File: src/rtl/sweep_if.sv
// rtl/sweep_if.sv - host and counter-side signals of the sweep sequencer
// master = host/counter environment, slave = sweep_ctrl.
interface sweep_if #(
  parameter int WIDTH   = 4,
  parameter int DWELL_W = 4
);
  logic               start;
  logic               abort;
  logic [WIDTH-1:0]   lo;
  logic [WIDTH-1:0]   hi;
  logic [DWELL_W-1:0] dwell;
  logic [3:0]         cycles;
  logic [WIDTH-1:0]   cnt_val;
  logic               cnt_load;
  logic [WIDTH-1:0]   cnt_load_val;
  logic               cnt_en;
  logic               cnt_up;
  logic               busy;
  logic               done;
  logic               err;

  modport master (
    output start, abort, lo, hi, dwell, cycles, cnt_val,
    input  cnt_load, cnt_load_val, cnt_en, cnt_up, busy, done, err
  );

  modport slave (
    input  start, abort, lo, hi, dwell, cycles, cnt_val,
    output cnt_load, cnt_load_val, cnt_en, cnt_up, busy, done, err
  );
endinterface

File: src/rtl/sweep_ctrl.sv
// rtl/sweep_ctrl.sv - sequences an external up/down counter through lo->hi->lo sweeps
// with a dwell at each limit, for a programmed number of round trips.
module sweep_ctrl #(
  parameter int WIDTH   = 4,
  parameter int DWELL_W = 4
) (
  input  logic   clk,
  input  logic   rst,
  sweep_if.slave bus
);

  typedef enum logic [2:0] {
    IDLE, LOAD, RISE, DWELL_HI, FALL, DWELL_LO, DONE
  } state_t;

  state_t             state_q;
  logic [WIDTH-1:0]   lo_q;
  logic [WIDTH-1:0]   hi_q;
  logic [DWELL_W-1:0] dwell_q;
  logic [DWELL_W-1:0] timer_q;
  logic [3:0]         cycles_q;
  logic [3:0]         trips_q;
  logic [3:0]         trips_next;
  logic               dir_q;
  logic               err_q;
  logic               at_hi;
  logic               at_lo;

  assign at_hi      = (bus.cnt_val == hi_q);
  assign at_lo      = (bus.cnt_val == lo_q);
  assign trips_next = trips_q + 4'd1;

  always_ff @(posedge clk or posedge rst) begin
    if (rst) begin
      state_q  <= IDLE;
      lo_q     <= '0;
      hi_q     <= '0;
      dwell_q  <= '0;
      timer_q  <= '0;
      cycles_q <= '0;
      trips_q  <= '0;
      dir_q    <= 1'b0;
      err_q    <= 1'b0;
    end else begin
      err_q <= 1'b0;
      if (state_q == RISE)
        dir_q <= 1'b1;
      else if (state_q == FALL)
        dir_q <= 1'b0;

      if (bus.abort && state_q != IDLE) begin
        state_q <= IDLE;
        timer_q <= '0;
      end else begin
        case (state_q)
          IDLE: begin
            // abort in IDLE swallows a simultaneous start, including its err
            if (bus.start && !bus.abort) begin
              if (bus.lo < bus.hi) begin
                lo_q     <= bus.lo;
                hi_q     <= bus.hi;
                dwell_q  <= bus.dwell;
                cycles_q <= bus.cycles;
                trips_q  <= '0;
                timer_q  <= '0;
                state_q  <= LOAD;
              end else begin
                err_q <= 1'b1;
              end
            end
          end
          LOAD: state_q <= RISE;
          RISE: if (at_hi) state_q <= DWELL_HI;
          DWELL_HI: begin
            if (timer_q == dwell_q) begin
              timer_q <= '0;
              state_q <= FALL;
            end else begin
              timer_q <= timer_q + 1'b1;
            end
          end
          FALL: if (at_lo) state_q <= DWELL_LO;
          DWELL_LO: begin
            if (timer_q == dwell_q) begin
              timer_q <= '0;
              trips_q <= trips_next;
              if (cycles_q != 4'd0 && trips_next == cycles_q)
                state_q <= DONE;
              else
                state_q <= RISE;
            end else begin
              timer_q <= timer_q + 1'b1;
            end
          end
          DONE:    state_q <= IDLE;
          default: state_q <= IDLE;
        endcase
      end
    end
  end

  // Steps are gated on the live counter value so the counter halts exactly on a limit.
  assign bus.cnt_en       = !bus.abort &&
                            ((state_q == RISE && !at_hi) || (state_q == FALL && !at_lo));
  assign bus.cnt_up       = (state_q == RISE) ? 1'b1 : (state_q == FALL) ? 1'b0 : dir_q;
  assign bus.cnt_load     = (state_q == LOAD) && !bus.abort;
  assign bus.cnt_load_val = lo_q;
  assign bus.busy         = (state_q != IDLE);
  assign bus.done         = (state_q == DONE);
  assign bus.err          = err_q;

endmodule

File: src/flat_wrapper.sv
// flat-port wrapper written by rule: the top's interface ports become plain ports
module sweep_ctrl_flat 
#(
  parameter int WIDTH   = 4,
  parameter int DWELL_W = 4
)
  (clk, rst, bus_start, bus_abort, bus_lo, bus_hi, bus_dwell, bus_cycles, bus_cnt_val, bus_cnt_load, bus_cnt_load_val, bus_cnt_en, bus_cnt_up, bus_busy, bus_done, bus_err);
  sweep_if #(.WIDTH(WIDTH), .DWELL_W(DWELL_W)) bus_i ();
  input  logic clk;
  input  logic rst;
  input wire logic [$bits(bus_i.start)-1:0] bus_start;
  input wire logic [$bits(bus_i.abort)-1:0] bus_abort;
  input wire logic [$bits(bus_i.lo)-1:0] bus_lo;
  input wire logic [$bits(bus_i.hi)-1:0] bus_hi;
  input wire logic [$bits(bus_i.dwell)-1:0] bus_dwell;
  input wire logic [$bits(bus_i.cycles)-1:0] bus_cycles;
  input wire logic [$bits(bus_i.cnt_val)-1:0] bus_cnt_val;
  output wire logic [$bits(bus_i.cnt_load)-1:0] bus_cnt_load;
  output wire logic [$bits(bus_i.cnt_load_val)-1:0] bus_cnt_load_val;
  output wire logic [$bits(bus_i.cnt_en)-1:0] bus_cnt_en;
  output wire logic [$bits(bus_i.cnt_up)-1:0] bus_cnt_up;
  output wire logic [$bits(bus_i.busy)-1:0] bus_busy;
  output wire logic [$bits(bus_i.done)-1:0] bus_done;
  output wire logic [$bits(bus_i.err)-1:0] bus_err;
  assign bus_i.start = bus_start;
  assign bus_i.abort = bus_abort;
  assign bus_i.lo = bus_lo;
  assign bus_i.hi = bus_hi;
  assign bus_i.dwell = bus_dwell;
  assign bus_i.cycles = bus_cycles;
  assign bus_i.cnt_val = bus_cnt_val;
  assign bus_cnt_load = bus_i.cnt_load;
  assign bus_cnt_load_val = bus_i.cnt_load_val;
  assign bus_cnt_en = bus_i.cnt_en;
  assign bus_cnt_up = bus_i.cnt_up;
  assign bus_busy = bus_i.busy;
  assign bus_done = bus_i.done;
  assign bus_err = bus_i.err;
  sweep_ctrl #(.WIDTH(WIDTH), .DWELL_W(DWELL_W)) u_core (.clk(clk), .rst(rst), .bus(bus_i));
endmodule
File: config.mk
export PLATFORM = sky130hd
export DESIGN_NAME = sweep_ctrl_flat
export DESIGN_NICKNAME = d
export VERILOG_FILES = /design/src/rtl/sweep_if.sv /design/src/rtl/sweep_ctrl.sv /design/src/flat_wrapper.sv
export SDC_FILE = /design/constraint.sdc
export NUM_CORES = 1
export LEC_CHECK = 0
export ABC_CLOCK_PERIOD_IN_PS = 5100
export BUFFER_PORTS_ARGS = -buffer_cell sky130_fd_sc_hd__clkbuf_2
export CORE_MARGIN = 4
export CORE_UTILIZATION = 50
export CTS_CLUSTER_DIAMETER = 40
export DETAILED_ROUTE_END_ITERATION = 12
export PLACE_DENSITY = 0.82
export SYNTH_ARGS = -nofsm -noshare
export SYNTH_HDL_FRONTEND = slang
export SYNTH_SLANG_ARGS = --single-unit
File: constraint.sdc
create_clock -name clk -period 5.1 [get_ports clk]
set_input_delay 0 -clock clk [delete_from_list [all_inputs] [get_ports clk]]
set_output_delay 0 -clock clk [all_outputs]
set_load 0.02 [all_outputs]
Word level (Yosys, flattened, before mapping)
Index checks and enable logic that the tools add are counted.
Operators by class
  add/subtract/negate cells: 2
  magnitude comparators: 1
  eq/ne operators: 19
  multiplexer cells: 22
  bitwise gates (word level): 1
  reductions and logical operators: 21
Operator list (number)
  $mux W3: 8
  $mux W4: 5
  $pmux W3 S6: 1
  $eq A4 B4 Y1: 4
  $pmux W4 S2: 2
  $ne A3 B1 Y1 const B: 5
  $eq A3 B3 Y1 const B: 3
  $add A4 B1 Y4 const B: 2
  $logic_and A1 B1 Y1: 7
  $eq A3 B2 Y1 const B: 2
  $mux W1: 6
  $ne A2 B1 Y1 const B: 3
  $reduce_and A6 Y1: 1
  $reduce_bool A3 Y1: 2
  $reduce_and A5 Y1: 1
  $lt A4 B4 Y1: 1
  $reduce_and A4 Y1: 1
  $reduce_bool A4 Y1: 1
  $eq A3 B1 Y1 const B: 1
  $logic_not A1 Y1: 3
  $logic_not A3 Y1: 1
  $ne A3 B2 Y1 const B: 1
  $reduce_and A3 Y1: 1
  $reduce_bool A2 Y1: 1
  3 further kinds: 3
Storage, ports and cells
  register bits after elaboration: 29
  output and inout port bits: 10

Longest topological paths before layout
Gate-level depths: netlist of the first run.
  depth after elaboration: 7
  mapped depth: 8

Worst setup path before layout of the first run
OpenSTA, ideal clock, no wires.
  path type: register -> register
  start point: reg u_core.lo_q[0] (netlist: u_core.bus.cnt_load_val[0])
  end point: reg u_core.state_q[2]
  setup time: 0.136 ns
  arrival time: 1.735 ns
  data required time: 4.964 ns
  slack: 3.230 ns
  cell stages (with the launch flop): 6
  path buffers: 0
  period minus slack after synthesis: 1.870 ns
  path through: dfrtp_1 xor2_1 o41ai_1 a211oi_1 or2_1 o211ai_1
On the way
  longest elaborated chain between the ends: 3
RTL lines
  start, declared: RTL line sweep_ctrl.sv:17  | logic [WIDTH-1:0] lo_q;
  start signal, assigned: RTL line sweep_ctrl.sv:60  | lo_q <= bus.lo;
  $eq A4 B4 Y1: RTL line sweep_ctrl.sv:30  | assign at_lo = (bus.cnt_val == lo_q);
  $ne A3 B1 Y1 (no source line)
  $reduce_and A6 Y1 (no source line)
  end signal, assigned: RTL line sweep_ctrl.sv:35  | state_q <= IDLE;
  end signal, assigned: RTL line sweep_ctrl.sv:52  | state_q <= IDLE;
  end signal, assigned: RTL line sweep_ctrl.sv:66  | state_q <= LOAD;
  end, declared: RTL line sweep_ctrl.sv:16  | state_t state_q;
Every way passes these cells.
A chain may end at the register's enable or synchronous reset.

Worst setup path after layout of the first run
  start point: in bus_hi[2]
  end point: reg u_core.timer_q[3]
On the way
  longest elaborated chain between the ends: 3
RTL lines
  start, declared: RTL line flat_wrapper.sv:14  | input wire logic [$bits(bus_i.hi)-1:0] bus_hi;
  $lt A4 B4 Y1: RTL line sweep_ctrl.sv:59  | if (bus.lo < bus.hi) begin
  $ne A3 B1 Y1 (no source line)
  $reduce_and A3 Y1 (no source line)
  end signal, assigned: RTL line sweep_ctrl.sv:79  | timer_q <= timer_q + 1'b1;
  end signal, assigned: RTL line sweep_ctrl.sv:92  | timer_q <= timer_q + 1'b1;
  end, declared: RTL line sweep_ctrl.sv:20  | logic [DWELL_W-1:0] timer_q;
Every way passes these cells.

==> reports/results.txt, run 1 <==
CP max stage delay -> 0.79 ns
Die Y -> 67.1 µm
Setup-failing EPs final -> 0
post-route ant nets -> 0
post-synth top area share -> 0.415
Worst-Margin Slew -> 1.09 ns
wire length per cell -> 14.5 µm
sequential share of the synthesized area -> 0.415
Slew Viols, Final -> 0
RSZ-0062 raised after global routing -> no
H-tree levels -> 2
Post-Layout Inst Area -> 2210 µm²
drt pass-1 iters -> 4
Worst Path Arrival -> 2.84 ns
worst rel slew slack -> 0.271
Max VDD drop -> 0.359 mV
vias in the first global route -> 1482
placed cell count -> 235
site row count -> 21
total negative setup slack -> 0 ns
Clock Path Buffers -> 2
Num CTS Buffers -> 5
Gate power share -> 0.410
switch share -> 0.384
outcome -> completed
Pwr Density -> 466 nW/µm²
Sw Pwr -> 396 µW
Max-Cap Viols -> 0
most frequent cells in the layout -> clkbuf_2 (33), dfrtp_1 (29), dlygate4sd3_1 (18), mux2_2 (17), xor2_1 (12)
footprint of the multi-input gates -> 956 µm²
Register Area -> 726 µm²
Yosys cell types -> 46
Final Cycle Share -> 0.513
Clk pwr share -> 0.191
HP Class -> input pin to flip-flop
largest net degree at the start of global routing -> 30
ratio of cells with drive above 1 in the final layout -> 0.302
Syn Inst Count -> 161
Die Wd -> 67.1 µm
Post-Syn Nets -> 190
Yosys reg bits -> 29
initial DRC count -> 97
ys async rst share -> 1.00
Post-Syn Area -> 1750 µm²
Critical Path Source -> bus_hi[2]
Clock Latency Late Sink -> 0.33 ns
CP Max Fanout -> 19
crit path cell chain -> dlygate4sd3_1, clkbuf_2, inv_1, ha_1, a21o_1, a31o_4, a211oi_4, nor2_1, a211o_1
initial cell density of the core -> 0.520
CTS sink count -> 29
fmax -> 382 MHz
grt ovf -> 0
number of synthesized flops with an enable pin -> 0
area leader, netlist -> dfrtp_1
# IOs -> 34
clock skew -> 0.0107 ns
non-filler cells, final -> 261
first-pass GRT wire length -> 6.58 mm
synth top area cells -> dfrtp_1 (41%), mux2_2 (11%), xor2_1 (6.0%), ha_1 (3.6%), xnor2_1 (2.5%)
Core Area -> 3360 µm²
fillers -> 280
DRC Markers -> 0
nets -> 243
Cell Area, Placed -> 1950 µm²
Port Buffers -> 33
average size of a mapped cell -> 10.9 µm²
Worst-path clk slew -> 0.09 ns
required time worst endpoint -> 5.32 ns
Post-CTS Setup Repair Bufs -> 0
post-DP HPWL -> 2.60 mm
commonest non-fill, non-tap cell in the layout -> clkbuf_2
Seq pwr share -> 0.399
Pleak -> 1.02 nW
full die area -> 4510 µm²
CP max stage cell -> a211oi_4
Antenna Cells -> 0
Final Wtd Congestion -> 0.817
P_int -> 635 µW
Post-CTS Resized -> 0
Synth warnings -> 0
Most used DFF post-synth -> dfrtp_1
r2r startpoint -> u_core.state_q[2]$_DFFE_PP0P_
All-Layer GR Usage -> 0.195
hold path start -> bus_abort
total vias in the final route -> 1427
critical path's top delay family -> compound AO/OA/AOI/OAI gates
WHS -> 0.0775 ns
CP Launch Type -> input pin
Via density -> 5.47
Routed WL -> 3.78 mm
Fin. Hold Viols -> 0
Tmin final -> 2.62 ns
CP bufs+invs -> 3
CTS tree -> built
initial antenna violation count -> 0
Worst Path Class, Setup -> input pin to flip-flop
clk root buf -> clkbuf_4
Syn-to-layout area delta -> 26.4%
CP Capture Type -> flip-flop
layout make-up:
type,instances,area share
clock buffers,7,0.0249
repair buffers,51,0.156
inverters,11,0.0187
multi-input cells,116,0.432
clock inverters,1,0.0136
flip-flops and latches,29,0.328
well taps,46,0.0260
metal layers:
layer,track usage,up-vias,routed length (µm)
li1,-,702,-
met1,0.225,679,1570
met2,0.330,37,1950
met3,0.0582,9,170
met4,0.0937,0,97
met5,0,-,0
power groups by stage:
stage          Combinational, mW  Clock, mW  Sequential, mW
2_1_floorplan              0.323          0           0.398
3_3_place_gp               0.400          0           0.410
6_report                   0.423      0.197           0.411
3_5_place_dp               0.410          0           0.415
5_1_grt                    0.469      0.213           0.428
4_1_cts                    0.424      0.203           0.411
path summary, 6_finish.rpt:
kind	end	slack (ns)	cells past startpoint
max	u_core.timer_q[3]$_DFFE_PP0P_	2.48	9
min	u_core.state_q[1]$_DFFE_PP0P_	0.08	2
max reg2reg	u_core.timer_q[3]$_DFFE_PP0P_	2.69	5
min reg2reg	u_core.cycles_q[3]$_DFFE_PP0P_	0.53	1
max in group asynchronous	u_core.hi_q[3]$_DFFE_PP0P_	3.94	3
min in group asynchronous	u_core.bus.cnt_load_val[0]$_DFFE_PP0P_	0.48	3
what timing repair did:
action | CTS | global route
endpoints found under the hold margin | 46 | 0
setup endpoints to repair | 0 | 0
hold buffers | 18 | 0
Yosys cell counts (all sizes together), types with 3 or more instances:
library cell  instances
dfrtp                29
nor3                  4
nor2b                 3
nand3b                3
nand2                 4
inv                  11
nor2                  7
and3                  3
xnor2                 5
clkbuf                4
ha                    5
nor4                  3
o21ai                 7
mux2                 17
xor2                 12
o41ai                 4
a21oi                 6
a211oi                3
kinds of logic after synthesis:
group	synth area share
AO/OA/AOI/OAI	0.190
AND/OR/NAND/NOR	0.120
flip-flops	0.415
multiplexers	0.115
XOR/XNOR	0.0851
buffers and inverters	0.0386
adder cells (fa/ha/maj)	0.0358
registers in the layout, summed over array words and instances, names as in the netlist:
name                     cells
u_core.bus.cnt_load_val      4
u_core.hi_q                  4
u_core.state_q               3
u_core.trips_q               4
u_core.timer_q               4
u_core.bus.err               1
u_core.cycles_q              4
u_core.dwell_q               4
u_core.dir_q                 1
stage by stage:
| stage | power (mW) | setup slack, ns | utilization |
|---|---|---|---|
| 2_1_floorplan | 0.721 | 3.23 | - |
| 3_3_place_gp | 0.810 | 2.74 | 0.578 |
| 3_5_place_dp | 0.826 | 2.64 | 0.578 |
| 4_1_cts | 1.04 | 2.50 | 0.657 |
| 5_1_grt | 1.11 | 2.33 | 0.657 |
| 6_report | 1.03 | 2.48 | 0.657 |
Note: power is estimated with default switching activity, not from simulation.
==> inputs of run 2 (changes only) <==
ABC_AREA = 1   (was not set)
ABC_CLOCK_PERIOD_IN_PS = 2560   (was 5100)
clock period = 2.56 ns   (was 5.1 ns; I/O delays follow)
==> run 2 against run 1 <==
The flow now finishes with violations (hold timing). Clock skew fell by 0.0067 ns. Synthesized cell count rose by 57%. Sequential power rose by 80%. Via count rose by 16%. Hold slack got worse by 0.079 ns. Design area rose by 3.7%. Wire length rose by 3.4%. Global-route usage rose by 0.67 points. Critical path type unchanged. Largest power group unchanged. Highest routed layer unchanged.
==> reports/results.txt, run 2 <==
Worst-Margin Slew -> 0.352 ns
Core Area -> 3440 µm²
Fin. Hold Viols -> 1
post-route ant nets -> 0
Post-Syn Area -> 1850 µm²
DRC Markers -> 0
required time worst endpoint -> 2.72 ns
# IOs -> 34
critical path's top delay family -> simple AND/OR/NAND/NOR gates
Antenna Cells -> 0
largest net degree at the start of global routing -> 30
Die Y -> 68.8 µm
worst rel slew slack -> 0.763
grt ovf -> 0
met2 GRT Util -> 0.354
Syn-to-layout area delta -> 24.3%
CP Launch Type -> input pin
HP Class -> input pin to flip-flop
Port Buffers -> 33
All-Layer GR Usage -> 0.202
drt pass-1 iters -> 4
area leader, netlist -> dfrtp_1
initial antenna violation count -> 0
Synth warnings -> 0
Post-CTS Resized -> 0
Slew Viols, Final -> 0
Tmin final -> 1.83 ns
full die area -> 4730 µm²
Post-Syn Nets -> 282
CTS tree -> built
Worst Path Arrival -> 1.99 ns
Yosys reg bits -> 29
met1 Use GR -> 0.239
crit path cell chain -> dlygate4sd3_1, clkbuf_2, inv_1, ha_1, a21oi_1, nand2_2, nor2_4, nand2_4, nor2_1, a21oi_2
total vias in the final route -> 1651
met3 Track Usage GR -> 0.0583
Clock Latency Late Sink -> 0.28 ns
Setup-failing EPs final -> 0
clk root buf -> clkbuf_8
commonest non-fill, non-tap cell in the layout -> nand2_1
Final Wtd Congestion -> 0.809
H-tree levels -> 2
sequential share of the synthesized area -> 0.393
Pleak -> 1.28 nW
most frequent cells after synthesis -> nand2_1 (82), inv_1 (33), dfrtp_1 (29)
failing checks -> hold timing
Max-Cap Viols -> 0
ys async rst share -> 1.00
CP Capture Type -> flip-flop
Yosys cell types -> 27
Worst-path clk slew -> 0.06 ns
initial DRC count -> 93
Die Wd -> 68.8 µm
Final Cycle Share -> 0.715
most frequent cells in the layout -> nand2_1 (82), inv_1 (33), clkbuf_2 (33), dfrtp_1 (29), nor2_1 (26)
pre-CTS WS -> 0.985 ns
Pwr Density -> 880 nW/µm²
Max VDD drop -> 0.536 mV
Routed WL -> 3.91 mm
wire length per cell -> 11.0 µm
Register Area -> 726 µm²
synth top area cells -> dfrtp_1 (39%), nand2_1 (17%), inv_1 (6.7%), nor2_1 (5.3%), a21oi_2 (4.3%)
Most used DFF post-synth -> dfrtp_1
outcome -> finished, violations left
first-pass GRT wire length -> 7.14 mm
Worst Path Class, Setup -> input pin to flip-flop
clock skew -> 0.00404 ns
fillers -> 287
CTS sink count -> 29
CP bufs+invs -> 3
total negative setup slack -> 0 ns
vias in the first global route -> 1742
nets -> 337
post-DP HPWL -> 2.87 mm
final worst setup slack -> 0.730 ns
global route hottest layer -> met2
Num CTS Buffers -> 5
CP max stage delay -> 0.53 ns
post-synth top area share -> 0.393
ratio of cells with drive above 1 in the final layout -> 0.239
Syn Inst Count -> 253
initial cell density of the core -> 0.536
average size of a mapped cell -> 7.29 µm²
Clock Path Buffers -> 2
most frequent cell after synthesis -> nand2_1
number of synthesized flops with an enable pin -> 0
site row count -> 21
CP Max Fanout -> 28
fmax -> 546 MHz
Via density -> 4.65
WHS -> -0.00119 ns
RSZ-0062 raised after global routing -> no
footprint of the multi-input gates -> 933 µm²
CP max stage cell -> dlygate4sd3_1
[run 2: changes by cell type in the layout (fill, tap and decap cells not counted), sizes merged, moves of 4 or more]
cell,before,now
a21oi,6,12
o41ai,4,0
inv,11,42
xnor2,5,1
mux2,17,0
nand3,2,16
nand2,4,92
nor2,7,30
xor2,12,6
[run 2: final timing paths]
kind                                          startpoint                                endpoint  slack, ns  depth (start not counted)
max                                            bus_hi[3]          u_core.cycles_q[1]$_DFFE_PP0P_       0.73                         10
min                                            bus_lo[2]  u_core.bus.cnt_load_val[2]$_DFFE_PP0P_     -0.001                          3
max reg2reg                u_core.trips_q[0]$_DFFE_PP0P_           u_core.state_q[2]$_DFFE_PP0P_       1.10                          8
min reg2reg                u_core.timer_q[3]$_DFFE_PP0P_           u_core.timer_q[3]$_DFFE_PP0P_       0.50                          2
max in group asynchronous                            rst           u_core.trips_q[3]$_DFFE_PP0P_       1.96                          4
min in group asynchronous                            rst           u_core.dwell_q[3]$_DFFE_PP0P_       0.34                          4
[run 2: final cells by class]
class | instances | area share
clock buffers | 8 | 0.0349
well taps | 46 | 0.0251
repair buffers | 50 | 0.145
multi-input cells | 179 | 0.407
inverters | 43 | 0.0715
flip-flops and latches | 29 | 0.316
[run 2: stage by stage]
stage	utilization	cell area (µm²)	total power, mW	std cells
after floorplan	-	1850	1.42	253
after global placement	0.597	2050	1.61	331
after detailed placement	0.597	2050	1.64	331
after CTS	0.666	2290	2.03	355
after global routing	0.666	2290	2.20	355
final	0.666	2290	2.02	355
[run 2: layer usage]
| metal | part of all wire | up-vias |
|---|---|---|
| met2 | 0.48 | 38 |
| met1 | 0.45 | 728 |
| met5 | 0 | - |
| li1 | - | 880 |
| met3 | 0.055 | 5 |
| met4 | 0.012 | 0 |
[run 2: tightest hold or removal path, delay by kind of cell]
| kind | cells | cell delay, ns |
|---|---|---|
| and+or+nand+nor | 2 | 0.14 |
| buffers and inverters | 1 | 0.09 |
[run 2: logic make-up (layout without fill, tap and decap cells)]
family | after synthesis | in the layout | share of synthesized area
AND/OR/NAND/NOR | 144 | 144 | 0.354
buffers and inverters | 45 | 101 | 0.101
flip-flops | 29 | 29 | 0.393
AO/OA/AOI/OAI | 23 | 23 | 0.0847
XOR/XNOR | 7 | 7 | 0.0332
adder cells (fa/ha/maj) | 5 | 5 | 0.0339
[run 2: what timing repair did]
action | CTS | global route
setup buffers | 0 | 0
hold buffers | 16 | 0
setup endpoints to repair | 0 | 0
hold endpoints to repair | 44 | 0
[run 2: power breakdown]
part / leakage, nW / switching [mW] / internal (mW) / total (mW)
registers: 0.360 / 0.128 / 0.609 / 0.738
logic: 0.880 / 0.587 / 0.335 / 0.923
clock network: 0.0395 / 0.165 / 0.193 / 0.358
total: 1.28 / 0.881 / 1.14 / 2.02
